### src/rtl/stopwatch_bcd_pkg.sv
// stopwatch_pkg: shared widths, digit limits, FSM encoding and a BCD helper
// for the stopwatch_bcd block.
package stopwatch_pkg;

  localparam int BCD_W = 4;

  localparam logic [BCD_W-1:0] DIGIT_MAX_9 = 4'd9;
  localparam logic [BCD_W-1:0] DIGIT_MAX_5 = 4'd5;

  typedef enum logic [1:0] {
    IDLE  = 2'd0,
    RUN   = 2'd1,
    PAUSE = 2'd2
  } state_t;

  // Convert a binary value (clamped to 0..99) into two packed BCD digits {tens, ones}.
  function automatic logic [2*BCD_W-1:0] bin_to_bcd2(input int value);
    int clipped;
    clipped = (value < 0) ? 0 : ((value > 99) ? 99 : value);
    return {BCD_W'(clipped / 10), BCD_W'(clipped % 10)};
  endfunction

endpackage

### src/rtl/stopwatch_bcd_if.sv
// stopwatch_bcd_if: control inputs and BCD display outputs of the stopwatch.
// The lap / lap_active pair exists only when LAP_HOLD_EN is defined.
interface stopwatch_bcd_if;
  import stopwatch_pkg::*;

  logic             tick_in;
  logic             start_stop;
  logic             clear;
  logic [BCD_W-1:0] cs_ones;
  logic [BCD_W-1:0] cs_tens;
  logic [BCD_W-1:0] sec_ones;
  logic [BCD_W-1:0] sec_tens;
  logic [BCD_W-1:0] min_ones;
  logic [BCD_W-1:0] min_tens;
  logic             running;
  logic             wrap;

`ifdef LAP_HOLD_EN
  logic             lap;
  logic             lap_active;

  modport master (
    output tick_in, start_stop, clear, lap,
    input  cs_ones, cs_tens, sec_ones, sec_tens, min_ones, min_tens,
    input  running, wrap, lap_active
  );

  modport slave (
    input  tick_in, start_stop, clear, lap,
    output cs_ones, cs_tens, sec_ones, sec_tens, min_ones, min_tens,
    output running, wrap, lap_active
  );
`else
  modport master (
    output tick_in, start_stop, clear,
    input  cs_ones, cs_tens, sec_ones, sec_tens, min_ones, min_tens,
    input  running, wrap
  );

  modport slave (
    input  tick_in, start_stop, clear,
    output cs_ones, cs_tens, sec_ones, sec_tens, min_ones, min_tens,
    output running, wrap
  );
`endif

endinterface

### src/rtl/stopwatch_bcd_digit.sv
// bcd_digit: one decade counter of the stopwatch carry chain.
// Counts 0..LIMIT on inc, wraps to 0 and raises carry on the wrapping cycle.
// clr has priority over inc so a clear or terminal rollover always wins.
module bcd_digit
  import stopwatch_pkg::*;
#(
  parameter logic [BCD_W-1:0] LIMIT = DIGIT_MAX_9
) (
  input  logic             clk_50mhz,
  input  logic             rst,
  input  logic             clr,
  input  logic             inc,
  output logic [BCD_W-1:0] q,
  output logic             carry
);

  // Digit register: reset/clear to zero, otherwise step and wrap at LIMIT.
  always_ff @(posedge clk_50mhz) begin
    if (rst || clr) begin
      q <= '0;
    end else if (inc) begin
      q <= (q == LIMIT) ? '0 : q + 1'b1;
    end
  end

  assign carry = inc & (q == LIMIT);

endmodule

### src/rtl/stopwatch_bcd.sv
// stopwatch_bcd: MM:SS.cc stopwatch in six BCD digits driven by the rising
// edge of a 100 Hz level on tick_in (same clock domain as clk_50mhz).
// Build option: define LAP_HOLD_EN to add the lap-hold display freeze.
module stopwatch_bcd
  import stopwatch_pkg::*;
#(
  parameter int MINUTES_MAX      = 59,
  parameter int TICK_SYNC_STAGES = 0
) (
  input logic            clk_50mhz,
  input logic            rst,
  stopwatch_bcd_if.slave bus
);

  localparam logic [1:0] S_IDLE  = IDLE;
  localparam logic [1:0] S_RUN   = RUN;
  localparam logic [1:0] S_PAUSE = PAUSE;

  // Terminal minute value as two BCD digits, compared as a pair.
  localparam logic [2*BCD_W-1:0] MIN_LAST = bin_to_bcd2(MINUTES_MAX);

  logic [1:0]         state;
  logic               tick_s;
  logic               tick_q;
  logic               tick_rise;
  logic               count_en;
  logic               wrap_q;

  logic [BCD_W-1:0]   cs_ones_q;
  logic [BCD_W-1:0]   cs_tens_q;
  logic [BCD_W-1:0]   sec_ones_q;
  logic [BCD_W-1:0]   sec_tens_q;
  logic [BCD_W-1:0]   min_ones_q;
  logic [BCD_W-1:0]   min_tens_q;

  logic               cs_ones_c;
  logic               cs_tens_c;
  logic               sec_ones_c;
  logic               sec_tens_c;
  logic               min_ones_c;
  logic               min_tens_c;

  logic               min_at_last;
  logic               min_roll;
  logic               min_clr;

  logic [6*BCD_W-1:0] live;
  logic [6*BCD_W-1:0] shown;

  generate
    if (TICK_SYNC_STAGES == 0) begin : g_no_sync
      assign tick_s = bus.tick_in;
    end else begin : g_sync
      logic [TICK_SYNC_STAGES-1:0] sync_q;

      // Delay tick_in through the configured number of flops.
      always_ff @(posedge clk_50mhz) begin
        if (rst) begin
          sync_q <= '0;
        end else begin
          sync_q[0] <= bus.tick_in;
          for (int i = 1; i < TICK_SYNC_STAGES; i++) begin
            sync_q[i] <= sync_q[i-1];
          end
        end
      end

      assign tick_s = sync_q[TICK_SYNC_STAGES-1];
    end
  endgenerate

  // Previous tick level, so a high level produces exactly one enable cycle.
  always_ff @(posedge clk_50mhz) begin
    if (rst) begin
      tick_q <= 1'b0;
    end else begin
      tick_q <= tick_s;
    end
  end

  assign tick_rise = tick_s & ~tick_q;

  // The tick is judged against the current state, before any start_stop
  // transition takes effect; clear blanks it entirely.
  assign count_en = tick_rise & (state == S_RUN) & ~bus.clear;

  // Run/pause FSM: clear returns to IDLE from anywhere, start_stop toggles.
  always_ff @(posedge clk_50mhz) begin
    if (rst) begin
      state <= S_IDLE;
    end else if (bus.clear) begin
      state <= S_IDLE;
    end else if (bus.start_stop) begin
      case (state)
        S_IDLE:  state <= S_RUN;
        S_RUN:   state <= S_PAUSE;
        S_PAUSE: state <= S_RUN;
        default: state <= S_IDLE;
      endcase
    end
  end

  assign bus.running = (state == S_RUN);

  bcd_digit #(.LIMIT(DIGIT_MAX_9)) u_cs_ones (
    .clk_50mhz (clk_50mhz),
    .rst       (rst),
    .clr       (bus.clear),
    .inc       (count_en),
    .q         (cs_ones_q),
    .carry     (cs_ones_c)
  );

  bcd_digit #(.LIMIT(DIGIT_MAX_9)) u_cs_tens (
    .clk_50mhz (clk_50mhz),
    .rst       (rst),
    .clr       (bus.clear),
    .inc       (cs_ones_c),
    .q         (cs_tens_q),
    .carry     (cs_tens_c)
  );

  bcd_digit #(.LIMIT(DIGIT_MAX_9)) u_sec_ones (
    .clk_50mhz (clk_50mhz),
    .rst       (rst),
    .clr       (bus.clear),
    .inc       (cs_tens_c),
    .q         (sec_ones_q),
    .carry     (sec_ones_c)
  );

  bcd_digit #(.LIMIT(DIGIT_MAX_5)) u_sec_tens (
    .clk_50mhz (clk_50mhz),
    .rst       (rst),
    .clr       (bus.clear),
    .inc       (sec_ones_c),
    .q         (sec_tens_q),
    .carry     (sec_tens_c)
  );

  // The minutes pair rolls over at MINUTES_MAX rather than at 99; the natural
  // tens carry only fires at 99, which is also the largest legal terminal.
  assign min_at_last = (min_tens_q == MIN_LAST[2*BCD_W-1:BCD_W]) &&
                       (min_ones_q == MIN_LAST[BCD_W-1:0]);
  assign min_roll    = (sec_tens_c & min_at_last) | min_tens_c;
  assign min_clr     = bus.clear | min_roll;

  bcd_digit #(.LIMIT(DIGIT_MAX_9)) u_min_ones (
    .clk_50mhz (clk_50mhz),
    .rst       (rst),
    .clr       (min_clr),
    .inc       (sec_tens_c),
    .q         (min_ones_q),
    .carry     (min_ones_c)
  );

  bcd_digit #(.LIMIT(DIGIT_MAX_9)) u_min_tens (
    .clk_50mhz (clk_50mhz),
    .rst       (rst),
    .clr       (min_clr),
    .inc       (min_ones_c),
    .q         (min_tens_q),
    .carry     (min_tens_c)
  );

  // One-cycle rollover flag aligned with the digits showing 00:00.00.
  always_ff @(posedge clk_50mhz) begin
    if (rst) begin
      wrap_q <= 1'b0;
    end else begin
      wrap_q <= min_roll & ~bus.clear;
    end
  end

  assign bus.wrap = wrap_q;

  assign live = {min_tens_q, min_ones_q, sec_tens_q, sec_ones_q, cs_tens_q, cs_ones_q};

`ifdef LAP_HOLD_EN
  logic               lap_q;
  logic [6*BCD_W-1:0] held;

  // Lap in RUN toggles the hold; entering it snapshots the live digits.
  always_ff @(posedge clk_50mhz) begin
    if (rst || bus.clear) begin
      lap_q <= 1'b0;
      held  <= '0;
    end else if (bus.lap && (state == S_RUN)) begin
      lap_q <= ~lap_q;
      if (!lap_q) begin
        held <= live;
      end
    end
  end

  assign bus.lap_active = lap_q;
  assign shown          = lap_q ? held : live;
`else
  assign shown = live;
`endif

  assign {bus.min_tens, bus.min_ones, bus.sec_tens,
          bus.sec_ones, bus.cs_tens,  bus.cs_ones} = shown;

endmodule
### src/flat_wrapper.sv
// flat-port wrapper written by rule: the top's interface ports become plain ports
module stopwatch_bcd_flat import stopwatch_pkg::*;
#(
  parameter int MINUTES_MAX      = 59,
  parameter int TICK_SYNC_STAGES = 0
)
  (clk_50mhz, rst, bus_tick_in, bus_start_stop, bus_clear, bus_cs_ones, bus_cs_tens, bus_sec_ones, bus_sec_tens, bus_min_ones, bus_min_tens, bus_running, bus_wrap);
  stopwatch_bcd_if bus_i ();
  input logic clk_50mhz;
  input logic rst;
  input wire logic [$bits(bus_i.tick_in)-1:0] bus_tick_in;
  input wire logic [$bits(bus_i.start_stop)-1:0] bus_start_stop;
  input wire logic [$bits(bus_i.clear)-1:0] bus_clear;
  output wire logic [$bits(bus_i.cs_ones)-1:0] bus_cs_ones;
  output wire logic [$bits(bus_i.cs_tens)-1:0] bus_cs_tens;
  output wire logic [$bits(bus_i.sec_ones)-1:0] bus_sec_ones;
  output wire logic [$bits(bus_i.sec_tens)-1:0] bus_sec_tens;
  output wire logic [$bits(bus_i.min_ones)-1:0] bus_min_ones;
  output wire logic [$bits(bus_i.min_tens)-1:0] bus_min_tens;
  output wire logic [$bits(bus_i.running)-1:0] bus_running;
  output wire logic [$bits(bus_i.wrap)-1:0] bus_wrap;
  assign bus_i.tick_in = bus_tick_in;
  assign bus_i.start_stop = bus_start_stop;
  assign bus_i.clear = bus_clear;
  assign bus_cs_ones = bus_i.cs_ones;
  assign bus_cs_tens = bus_i.cs_tens;
  assign bus_sec_ones = bus_i.sec_ones;
  assign bus_sec_tens = bus_i.sec_tens;
  assign bus_min_ones = bus_i.min_ones;
  assign bus_min_tens = bus_i.min_tens;
  assign bus_running = bus_i.running;
  assign bus_wrap = bus_i.wrap;
  stopwatch_bcd #(.MINUTES_MAX(MINUTES_MAX), .TICK_SYNC_STAGES(TICK_SYNC_STAGES)) u_core (.clk_50mhz(clk_50mhz), .rst(rst), .bus(bus_i));
endmodule
### config.mk
export PLATFORM = sky130hd
export DESIGN_NAME = stopwatch_bcd_flat
export DESIGN_NICKNAME = d
export VERILOG_FILES = /design/src/rtl/stopwatch_bcd_pkg.sv /design/src/rtl/stopwatch_bcd_if.sv /design/src/rtl/stopwatch_bcd_digit.sv /design/src/rtl/stopwatch_bcd.sv /design/src/flat_wrapper.sv
export SDC_FILE = /design/constraint.sdc
export NUM_CORES = 1
export LEC_CHECK = 0
export CAP_MARGIN = 20
export CORE_UTILIZATION = 50
export CTS_CLUSTER_SIZE = 20
export DETAILED_ROUTE_END_ITERATION = 8
export HOLD_SLACK_MARGIN = 0.06
export PLACE_DENSITY_LB_ADDON = 0.25
export RECOVER_POWER = 100
export SLEW_MARGIN = 10
export SYNTH_ARGS = -nofsm -noshare
export SYNTH_HDL_FRONTEND = slang
export SYNTH_SLANG_ARGS = --single-unit
### constraint.sdc
create_clock -name clk_50mhz -period 3.3 [get_ports clk_50mhz]
set_input_delay 0.66 -clock clk_50mhz [delete_from_list [all_inputs] [get_ports clk_50mhz]]
set_output_delay 0.66 -clock clk_50mhz [all_outputs]
set_load 0.02 [all_outputs]
; Yosys cells after proc, flatten, opt, wreduce, memory -nomap -nowiden
; Cells that the tools add are included.
[op_classes]
n_mul = 0
n_addsub = 6
magnitude_cmp = 0
bitwise_logic = 15
reduce_logical = 6
n_shift = 0
n_div = 0
n_eq_ne = 9
muxes = 7
[op_table]
columns = cell, count
row1 = "adder 4 x 1 -> 4 bit, second input constant", 6
row2 = two-way mux 4 bit, 6
row3 = "equality test 4 bit, second input constant", 5
row4 = AND 1 bit, 11
row5 = "equality test 4 x 3 -> 1 bit, second input constant", 2
row6 = case mux 2 bit (2 select lines), 1
row7 = OR reduction 2 bit, 2
row8 = "equality test 2 x 1 -> 1 bit, second input constant", 1
row9 = "equality test 2 bit, second input constant", 1
row10 = logical NOT 2 bit, 1
row11 = logical OR 1 bit, 2
row12 = NOT 1 bit, 2
row13 = bitwise OR 1 bit, 2
row14 = logical AND 1 bit, 1
[totals]
rom_bits = 0
ramBits = 0
register_bits = 28
latch_bits = 0
output_inout_bits = 26
memories = 0
elab_cells = 52

; Depth between registers and ports, before layout
; Gate-level depths: netlist (run 1).
[logic_depth]
depth_word = 13
depth_mapped = 6
mapped_depth_nobuf = 5

; Cells and area by module
; A second synthesis (run 1) with hierarchy kept.
[hier_totals]
hier_cells = 138
hier_area_um2 = 1325.0
[by_module_without_submodules]
columns = module, instances, cells_each, seq_area_each_um2, area_per_inst_um2
row1 = bcd_digit at u_core.u_cs_ones ..., 5, 20, 80.1, 192.7
row2 = bcd_digit at u_core.u_sec_tens, 1, 19, 80.1, 185.2
row3 = stopwatch_bcd, 1, 19, 80.1, 176.4

; Least setup slack after synthesis (run 1)
; No wires, ideal clock.
[synth_path]
path_kind = input-to-reg
from = input port bus_clear
to = register u_core.u_min_tens.q[1]
setup_slack_ps = 1228
required_time_ps = 3185
n_path_buf = 0
arrival_ps = 1958
stages = 5
cell_sequence = or3b_4 nor3_4 nand4_2 and2_0 o21ba_1
[synth_between]
elab_chain_len = 11
[synth_rtl]
columns = item, line_no
row1 = start: declaration, flat_wrapper.sv:13  ; input wire logic [$bits(bus_i.clear)-1:0] bus_clear;
row2 = NOT 1 bit, stopwatch_bcd.sv:85  ; assign count_en = tick_rise & (state == S_RUN) & ~bus.clear;
row3 = AND 1 bit, stopwatch_bcd.sv:85
row4 = AND 1 bit (6 in a row), stopwatch_bcd_digit.sv:26  ; assign carry = inc & (q == LIMIT);
row5 = bitwise OR 1 bit, stopwatch_bcd.sv:145  ; assign min_roll = (sec_tens_c & min_at_last) | min_tens_c;
row6 = bitwise OR 1 bit, stopwatch_bcd.sv:146  ; assign min_clr = bus.clear | min_roll;
row7 = logical OR 1 bit, stopwatch_bcd_digit.sv:19  ; if (rst || clr) begin
row8 = end signal: assignment, stopwatch_bcd_digit.sv:22  ; q <= (q == LIMIT) ? '0 : q + 1'b1;
row9 = end: declaration, stopwatch_bcd_digit.sv:13  ; output logic [BCD_W-1:0] q,
; Several ways; a longest one is shown, not always the timed one.
; A chain may end at the register's enable or synchronous reset.

; Final worst setup path (run 1)
[layout_path]
from = input port bus_clear
to = register u_core.u_min_ones.q[2]
[layout_between]
elab_chain_len = 11
[layout_rtl]
columns = item, line_no
row1 = NOT 1 bit, stopwatch_bcd.sv:85
row2 = AND 1 bit, stopwatch_bcd.sv:85
row3 = AND 1 bit (6 in a row), stopwatch_bcd_digit.sv:26
row4 = bitwise OR 1 bit, stopwatch_bcd.sv:145
row5 = bitwise OR 1 bit, stopwatch_bcd.sv:146
row6 = logical OR 1 bit, stopwatch_bcd_digit.sv:19
row7 = end signal: assignment, stopwatch_bcd_digit.sv:22
row8 = end: declaration, stopwatch_bcd_digit.sv:13
; Several ways; a longest one is shown, not always the timed one.

==> impl_results.md, run 1 <==
* Num rows at 19
* Total gr overflow at 0
* Met3 WL at ~67 µm
* # DRC at 0
* Beginning of the worst register-to-register path: u_core.tick_q
* Fin crit period at around 2.6 ns
* CP Class: in -> reg
* Initial antenna violation count at 0
* Max cap viols at 1
* Pwr/cell area at about 300 nW/µm²
* First-pass GRT wire length at between 4 and 5 mm
* Slew Viols, Final at 28
* Syn_nets at 162
* CORE AREA at 2734 µm²
* Status: finished, violations left
* Hold Crit Start: u_core.u_sec_ones.q[3]
* H-Tree Depth at 1
* # clock sinks at 28
* Final worst slack at ~0.69 ns
* Port buffer count at 30
* Worst-path clk slew at about 0.14 ns
* Switching Share at 0.2119
* Setup repair after global routing missed its margin: false
* Worst setup path startpoint: bus_clear
* Initial DRT Pass Iterations at 4
* Uppermost layer routed: met4
* Synthesized area at 1431 µm²
* Mapped Cells at roughly 160
* CP arrival at ~2.8 ns
* Setup Skew at ~0.0011 ns
* Tot GR Track Use at 0.1889
* Area grow syn2layout at 22.03%
* Post-cts resize count at 0
* Violated checks: max-capacitance violations, max-slew violations
* Count of cell types in the netlist at 45
* Pre-CTS WS at 0.5995 ns
* Post-synth EDFFs at 0
* Final hold viol count at 0
* Final net count at about 190
* Ant diodes at 0
* Chip height at roughly 56 µm
* Gate power share at 0.037
* Ys Warns at 0
* Final worst path period share at 0.7910
* Post-DRT Antenna Nets at 0
* Total number of vias at between 1000 and 1500
* Sw power at between 0.1 and 0.15 mW
* Synth Register Bits at 28
* TritonCTS Buffers at 3
* Vias in the first global route at ~1100
* Synth Flop Type: dfxtp_1
* Setup crit end kind: flip-flop
* Clock power share at 0.317
* Slew @ Worst Pin at roughly 1.5 ns
* Ports at 31
* Post-CTS Setup Bufs at 0
* Avg WL per Cell at between 10 and 15 µm
* TritonCTS clock tree: done
* Hold Buf Count CTS at 0
* Clk root buf: clkbuf_4
* WP data required at approximately 3.5 ns
* Initial Utilization at 0.5236
* Pint at 0.4156 mW
* Avg Cell Area, Syn at 9.117 µm²
* Die width at about 56 µm
* M1 WL at approximately 1.3 mm
* Crit path max fanout at 10
* Largest net degree at the start of global routing at 28
* Vias per cell at 5.569
* Worst Hold Slack at about 0.53 ns
* Min-Delay Path Class: reg -> reg
* Max-Slew Margin vs Limit at -0.01552
* Setup TNS at 0 ns
* Peak VDD IR at approximately 0.00024 V
* Clk Latency, worst-skew pair at roughly 0.33 ns
* Routed met2 length at around 1.3 mm
* Sequential fraction of the synthesis area at 0.3916
* # fillers at around 240
* Die area at 3081 µm²
* Routed Wire Length at approximately 2.7 mm
* Maximum clock rate at roughly 0.38 GHz
* Clock buffer depth at 2
* Startpoint Class: input port
* Sequential power share at 0.646
* Share of post-route cells with drive strength above 1 at 0.06486
* Leakage at between 0.6 and 0.7 nW
* Initial drt markers at 23
* Detailed Place HPWL at 1.962 mm
* Asr flop ratio synth at 0
* Gp weighted congestion at just under 0.8
* Final Setup Violations at 0
==> worst paths after layout <==
check,cells past startpoint,slack (ns),end
max,6,0.69,u_core.u_min_ones.q[2]
min,2,0.53,u_core.u_sec_ones.q[3]
max reg2reg,5,1.28,u_core.u_min_ones.q[2]
min reg2reg,2,0.53,u_core.u_sec_ones.q[3]
==> synth_stat cells (2+ instances only) <==
library cell,n,area (µm²)
a31oi_1,2,12.51
nor3b_1,6,45.04
nor4_1,2,12.51
inv_1,2,7.510
dfxtp_1,28,560.5
clkbuf_1,3,11.26
nor3_1,3,15.01
or3_1,2,12.51
o21ai_0,7,35.03
nand4_1,4,25.02
nand3_1,3,15.01
xnor2_1,5,43.79
nand3b_1,7,52.55
nor2_1,15,56.30
nor2b_1,10,62.56
xor2_1,8,70.07
and3_2,2,15.01
mux2i_1,3,30.03
a21oi_1,9,45.04
clkbuf_8,2,27.53
nand2_1,10,37.54
==> per-layer routing <==
metal | track usage | vias to the layer above
met4 | 0.08571 | 0
met3 | 0.02108 | 5
li1 | - | 612
met1 | 0.2407 | 566
met5 | 0 | -
met2 | 0.3201 | 20
==> through the flow <==
| step | instances | utilization | instance area [µm²] | power, mW |
|---|---|---|---|---|
| 2_1_floorplan | 157 | - | 1431 | 0.3628 |
| 3_3_place_gp | 212 | 0.6316 | 1727 | 0.3687 |
| 3_5_place_dp | 212 | 0.6316 | 1727 | 0.3692 |
| 4_1_cts | 216 | 0.6449 | 1763 | 0.5335 |
| 5_1_grt | 216 | 0.6389 | 1747 | 0.5460 |
| 6_report | 216 | 0.6389 | 1747 | 0.5273 |
==> power groups by stage <==
stage / clock network (mW) / logic (mW) / registers, mW
final: 0.167 / 0.0192 / 0.341
after CTS: 0.172 / 0.0211 / 0.341
after floorplan: 0 / 0.0148 / 0.348
after global routing: 0.184 / 0.0208 / 0.341
after global placement: 0 / 0.0206 / 0.348
after detailed placement: 0 / 0.0210 / 0.348
==> cell families (layout without fill, tap and decap cells) <==
family                 Yosys count  after routing  synth area share
AND/OR/NAND/NOR                 82             82            0.3706
flip-flops                      28             28            0.3916
AO/OA/AOI/OAI                   23             23            0.1014
XOR/XNOR                        13             13           0.07955
buffers and inverters            8             36           0.03584
multiplexers                     3              3           0.02098
==> critical path: stages <==
cell,delay (ns)
dlygate4sd3_1,0.56
or3b_1,0.49
nor3_4,0.42
nand4_1,0.25
nor3_1,0.31
nor3_1,0.09
==> layout make-up <==
class / count / area, µm² / share of cell area
Inverter: 2 / 7.507 / 0.004298
Multi-Input combinational cell: 121 / 803.3 / 0.4599
Tap cell: 31 / 38.79 / 0.02221
Sequential cell: 28 / 560.5 / 0.3209
Timing Repair Buffer: 30 / 300.3 / 0.1719
Clock buffer: 4 / 36.28 / 0.02077
==> flip-flops by register name, indices dropped and copies added, names as in the netlist <==
signal / cells
u_core.bus.wrap: 1
u_core.state: 2
u_core.tick_q: 1
u_core.u_cs_ones.q: 4
u_core.u_cs_tens.q: 4
u_core.u_min_ones.q: 4
u_core.u_min_tens.q: 4
u_core.u_sec_ones.q: 4
u_core.u_sec_tens.q: 4
==> layout by cell type, fill, tap and decap left out, drive strengths merged <==
cell type      count
mux2i              3
a211o              1
xnor2              5
a41o               1
xor2               8
nand4bb            1
nand4              5
o21ba              1
a21oi              9
nor2              15
dfxtp             28
inv                2
and3               3
a31oi              2
or4bb              1
clkdlybuf4s50      2
and3b              1
nor4               3
a311oi             1
nand3              4
and2               3
or3                2
o21ai              7
or2                1
clkbuf             4
and2b              1
nand3b             7
nor2b             10
nor3               4
nor3b              6
a211oi             1
nand2b             1
and4bb             1
nand2             10
or3b               2
and4               1
dlygate4sd3       28
Note: power is estimated with default switching activity, not from simulation.
==> run 2: changes to the inputs <==
==> constraint.sdc (replaced) <==
create_clock -name clk_50mhz -period 2.65 [get_ports clk_50mhz]
set_input_delay 0.53 -clock clk_50mhz [delete_from_list [all_inputs] [get_ports clk_50mhz]]
set_output_delay 0.53 -clock clk_50mhz [all_outputs]
set_load 0.02 [all_outputs]
==> run 2 against run 1 <==
  * The flow still finishes with violations (max-capacitance violations, max-slew violations)
  * Critical path depth up 1
  * Global-route usage about the same
  * Via count is 0.17% higher
==> impl_results.md, run 2 (synthesized netlist as in run 1, its figures left out) <==
* Final hold viol count at 0
* Die area at about 3100 µm²
* Setup repair after global routing missed its margin: false
* Switching Share at 0.2143
* Clock power share at 0.319
* First-pass GRT wire length at around 4.7 mm
* Peak VDD IR at between 0.0003 and 0.0004 V
* Total power at around 0.66 mW
* Flop-to-flop setup slack at roughly 0.78 ns
* CP Class: in -> reg
* Final net count at between 150 and 200
* Initial drt markers at 24
* Status: finished, violations left
* Final Setup Violations at 0
* H-Tree Depth at 1
* Clk Latency, worst-skew pair at 0.33 ns
* Max cap viols at 1
* Pwr/cell area at roughly 370 nW/µm²
* Violated checks: max-capacitance violations, max-slew violations
* Vias per cell at ~5.5
* Worst-path clk slew at 0.15 ns
* Maximum clock rate at about 0.43 GHz
* Hold Crit Start: u_core.u_sec_ones.q[3]
* Clk root buf: clkbuf_4
* Clock buffer depth at 2
* Detailed Place HPWL at between 1.5 and 2 mm
* Gp weighted congestion at between 0.7 and 0.8
* Setup TNS at 0 ns
* Avg WL per Cell at between 10 and 15 µm
* R2R cell count at 6
* Beginning of the worst register-to-register path: u_core.tick_q
* Most frequent cells in the layout: 28 x dlygate4sd3_1, 28 x dfxtp_1, 15 x nor2_1
* Fin crit period at roughly 2.3 ns
* Tot GR Track Use at 0.1886
* # DRC at 0
* Sw power at about 0.14 mW
* Finished Layout Cells at between 200 and 250
* Crit path max fanout at 10
* Post-DRT Antenna Nets at 0
* Post-CTS Setup Bufs at 0
* Setup crit end kind: flip-flop
* CP arrival at around 2.5 ns
* WP data required at about 2.8 ns
* Final worst slack at 0.3255 ns
* Min-Delay Endpoint: u_core.u_sec_ones.q[3]
* Hold Buf Count CTS at 0
* Area grow syn2layout at 24.04%
* Slew @ Worst Pin at 1.532 ns
* Die width at about 56 µm
* Sequential power share at 0.644
* Slew Viols, Final at 28
* Chip height at about 56 µm
* Hold depth at 2
* Num rows at 19
* TritonCTS clock tree: done
* Total number of vias at ~1200
* Inst Count DP at roughly 210
* Vias in the first global route at roughly 1100
* Final worst path period share at 0.8772
* Port buffer count at 30
* Gate power share at 0.036
* Initial antenna violation count at 0
* Startpoint Class: input port
* Post-cts resize count at 0
* Initial DRT Pass Iterations at 5
* CORE AREA at 2734 µm²
* Share of post-route cells with drive strength above 1 at 0.09091
* Routed Wire Length at ~2.8 mm
* Initial Utilization at 0.5236
* Pint at approximately 0.52 mW
* Max-Slew Margin vs Limit at -0.02105
* Min-Delay Path Class: reg -> reg
* Total gr overflow at 0
* Largest net degree at the start of global routing at 28
* Pre-CTS WS at about 0.15 ns
* Setup Skew at 0.001781 ns
* # clock sinks at 28
* Ant diodes at 0
* TritonCTS Buffers at 3
* Leakage at between 0.7 and 0.8 nW
* FF-to-FF End: u_core.u_min_ones.q[2]
* Ports at 31
==> run 2: cell count changes in the layout (fill, tap and decap cells not counted) <==
cell | before | now
nand3_2 | 0 | 1
nand3_1 | 4 | 3
buf_4 | 0 | 2
and2_0 | 2 | 1
nand4_1 | 5 | 4
and2_4 | 0 | 1
nand4_2 | 0 | 1
==> run 2: worst max-delay path by stage <==
stage | cells after the start | end | slack (ns) | start
after detailed placement | 7 | u_core.u_min_ones.q[2] | 0.15 | bus_tick_in
after global routing | 7 | u_core.u_min_ones.q[3] | 0.18 | bus_clear
after CTS | 2 | bus_running | 0.40 | u_core.state[0]
after floorplan | 5 | u_core.u_min_tens.q[1] | 0.71 | bus_clear
final | 7 | u_core.u_min_ones.q[2] | 0.33 | bus_clear
after global placement | 7 | u_core.u_min_ones.q[2] | 0.24 | bus_tick_in
==> run 2: per-stage QoR <==
step | hold slack (ns) | instance area [µm²] | utilization
final | 0.5290 | 1775 | 0.6494
after global routing | 0.5597 | 1775 | 0.6494
after CTS | 0.5359 | 1778 | 0.6503
after detailed placement | 0.5130 | 1742 | 0.6371
after global placement | 0.4954 | 1742 | 0.6371
after floorplan | 0.4745 | 1431 | -
==> run 2: layout make-up <==
class                      count  area (µm²)
multi-input combinational    121       817.0
clock buffer                   4       36.28
tap                           31       38.79
timing repair buffer          32       315.3
fill                         225       958.4
sequential                    28       560.5
inverter                       2       7.507
==> run 2: per-layer routing <==
metal	share of wire	global-route usage
met4	0.015	0.09643
met5	0	0
met2	0.48	0.3236
met3	0.034	0.02576
met1	0.47	0.2297
==> run 2: power by group through the flow <==
| stage | clock [mW] | combinational [mW] | sequential, mW |
|---|---|---|---|
| 6_report | 0.210 | 0.0239 | 0.424 |
| 2_1_floorplan | 0 | 0.0184 | 0.433 |
| 5_1_grt | 0.225 | 0.0267 | 0.425 |
| 3_5_place_dp | 0 | 0.0262 | 0.434 |
| 4_1_cts | 0.216 | 0.0263 | 0.425 |
| 3_3_place_gp | 0 | 0.0257 | 0.433 |
==> run 2: critical path, stage by stage <==
cell           delay, ns
dlygate4sd3_1       0.55
or3b_1              0.48
nor3_4              0.21
buf_4               0.21
nand4_2             0.14
nor3_1              0.28
nor3_1              0.08
==> run 3: changes to the inputs <==
--- a/config.mk
+++ b/config.mk
@@ -10,6 +10,7 @@
 export CTS_CLUSTER_SIZE = 20
 export DETAILED_ROUTE_END_ITERATION = 8
 export HOLD_SLACK_MARGIN = 0.06
+export MAX_ROUTING_LAYER = met4
 export PLACE_DENSITY_LB_ADDON = 0.25
 export RECOVER_POWER = 100
 export SLEW_MARGIN = 10
==> run 3 against run 2 <==
  * Sequential power hardly changed
  * The run still ends with max-capacitance violations, max-slew violations left
  * Power about the same
  * Largest power group unchanged
  * Via count did not move
  * Combinational power hardly changed
  * Non-clock buffer count unchanged
  * Largest cell class unchanged
  * Cell area is the same
  * Clock skew hardly changed
  * Cell count did not move
  * Die area unchanged
  * Flip-flop and latch count did not move
==> impl_results.md, run 3 (synthesized netlist as in run 1, its figures left out) <==
* Crit path max fanout at 10
* Slowest-stage cell, CP: dlygate4sd3_1
* Finished Layout Cells at about 220
* Clock buffer depth at 2
* Clk root buf: clkbuf_4
* Clk Latency, worst-skew pair at between 0.3 and 0.4 ns
* Vias per cell at 5.528
* Most frequent cells in the layout: 28 x dlygate4sd3_1, 28 x dfxtp_1, 15 x nor2_1
* TritonCTS clock tree: done
* Share of post-route cells with drive strength above 1 at 0.09091
* Area grow syn2layout at 24.04%
* Post-route core utilization at 0.6494
* Setup repair after global routing missed its margin: false
* Status: finished, violations left
* Total number of vias at 1205
* Hold depth at 2
* WP data required at roughly 2.8 ns
* Setup TNS at 0 ns
* Slew @ Worst Pin at roughly 1.5 ns
* Pwr/cell area at around 370 nW/µm²
* Port buffer count at 30
* Setup crit end kind: flip-flop
* Setup Skew at about 0.0017 ns
* Avg WL per Cell at between 10 and 15 µm
* Min-Delay Path Class: reg -> reg
* Largest stage delay on the critical path at between 0.5 and 0.6 ns
* Final Cell Area at between 1500 and 2000 µm²
* Ports at 31
* Critical path cell sequence: dlygate4sd3_1 > or3b_1 > nor3_4 > buf_4 > nand4_2 > nor3_1 > nor3_1
* Startpoint Class: input port
* Worst-path clk slew at ~0.15 ns
* Routed met2 length at ~1.3 mm
* M1 WL at ~1.3 mm
* Initial drt markers at 24
* Slew Viols, Final at 28
* Post-DP Area at 1742 µm²
* Largest net degree at the start of global routing at 28
* Routed Wire Length at around 2.8 mm
* Post-DRT Antenna Nets at 0
* Inst Count DP at about 210
* First-pass GRT wire length at 4.692 mm
* Gp weighted congestion at around 0.74
* Max-Slew Margin vs Limit at -0.02088
* Peak VDD IR at 0.0003436 V
* Die area at around 3100 µm²
* H-Tree Depth at 1
* Die width at 55.51 µm
* Max cap viols at 1
* TritonCTS Buffers at 3
* CP arrival at around 2.5 ns
* Num rows at 19
* Final worst path period share at 0.8772
* Total gr overflow at 0
* CP Class: in -> reg
* Chip height at approximately 56 µm
* Hold Buf Count CTS at 0
* CORE AREA at between 2000 and 3000 µm²
* Vias in the first global route at between 1000 and 1500
* Ant diodes at 0
* # clock sinks at 28
* Met3 WL at 94 µm
* Uppermost layer routed: met4
* Tot GR Track Use at 0.1940
* Initial DRT Pass Iterations at 5
* Violated checks: max-capacitance violations, max-slew violations
* Post-cts resize count at 0
* Maximum clock rate at about 0.43 GHz
* Most common cell on crit path: nor3_1
* Detailed Place HPWL at 1.954 mm
* Initial antenna violation count at 0
* Initial Utilization at 0.5236
* Leakage at a little over 0.7 nW
* R2R cell count at 6
* Final Setup Violations at 0
* # DRC at 0
* Final hold viol count at 0
* Fin crit period at between 2 and 2.5 ns
* Post-CTS Setup Bufs at 0
* Final net count at a little under 200
-- run 3: cell type report --
cell class | count | area [µm²]
clock buffer | 4 | 36.28
tap | 31 | 38.79
timing repair buffer | 32 | 315.3
multi-input combinational | 121 | 817.0
fill | 225 | 958.4
inverter | 2 | 7.507
sequential | 28 | 560.5
-- run 3: worst paths after layout --
path                     startpoint                     end  slack, ns
max                       bus_clear  u_core.u_min_ones.q[2]       0.33
min          u_core.u_sec_ones.q[3]  u_core.u_sec_ones.q[3]       0.53
max reg2reg           u_core.tick_q  u_core.u_min_ones.q[2]       0.78
min reg2reg  u_core.u_sec_ones.q[3]  u_core.u_sec_ones.q[3]       0.53
-- run 3: worst max-delay path, delay by kind of cell --
| kind | cells | cell delay (ns) |
|---|---|---|
| and+or+nand+nor | 5 | 1.19 |
| buffers and inverters | 2 | 0.76 |
-- run 3: metal layers --
layer,up-vias,GRT usage
met5,-,-
met4,0,0.09643
met3,4,0.02576
met2,21,0.3236
met1,564,0.2297
li1,616,-
-- run 3: through the flow --
stage	hold WS (ns)	setup WS, ns	power (mW)
after CTS	0.5359	0.3972	0.6670
after global routing	0.5597	0.1846	0.6761
after global placement	0.4954	0.2353	0.4592
after detailed placement	0.5130	0.1538	0.4598
after floorplan	0.4745	0.7077	0.4518
final	0.5290	0.3255	0.6586
-- run 3: report_power, final --
group | switching (mW) | total, mW | leakage (nW) | internal, mW
Combinational | 0.0137 | 0.0239 | 0.459 | 0.0102
Clock | 0.126 | 0.210 | 0.0210 | 0.0841
Sequential | 0.00126 | 0.424 | 0.226 | 0.423
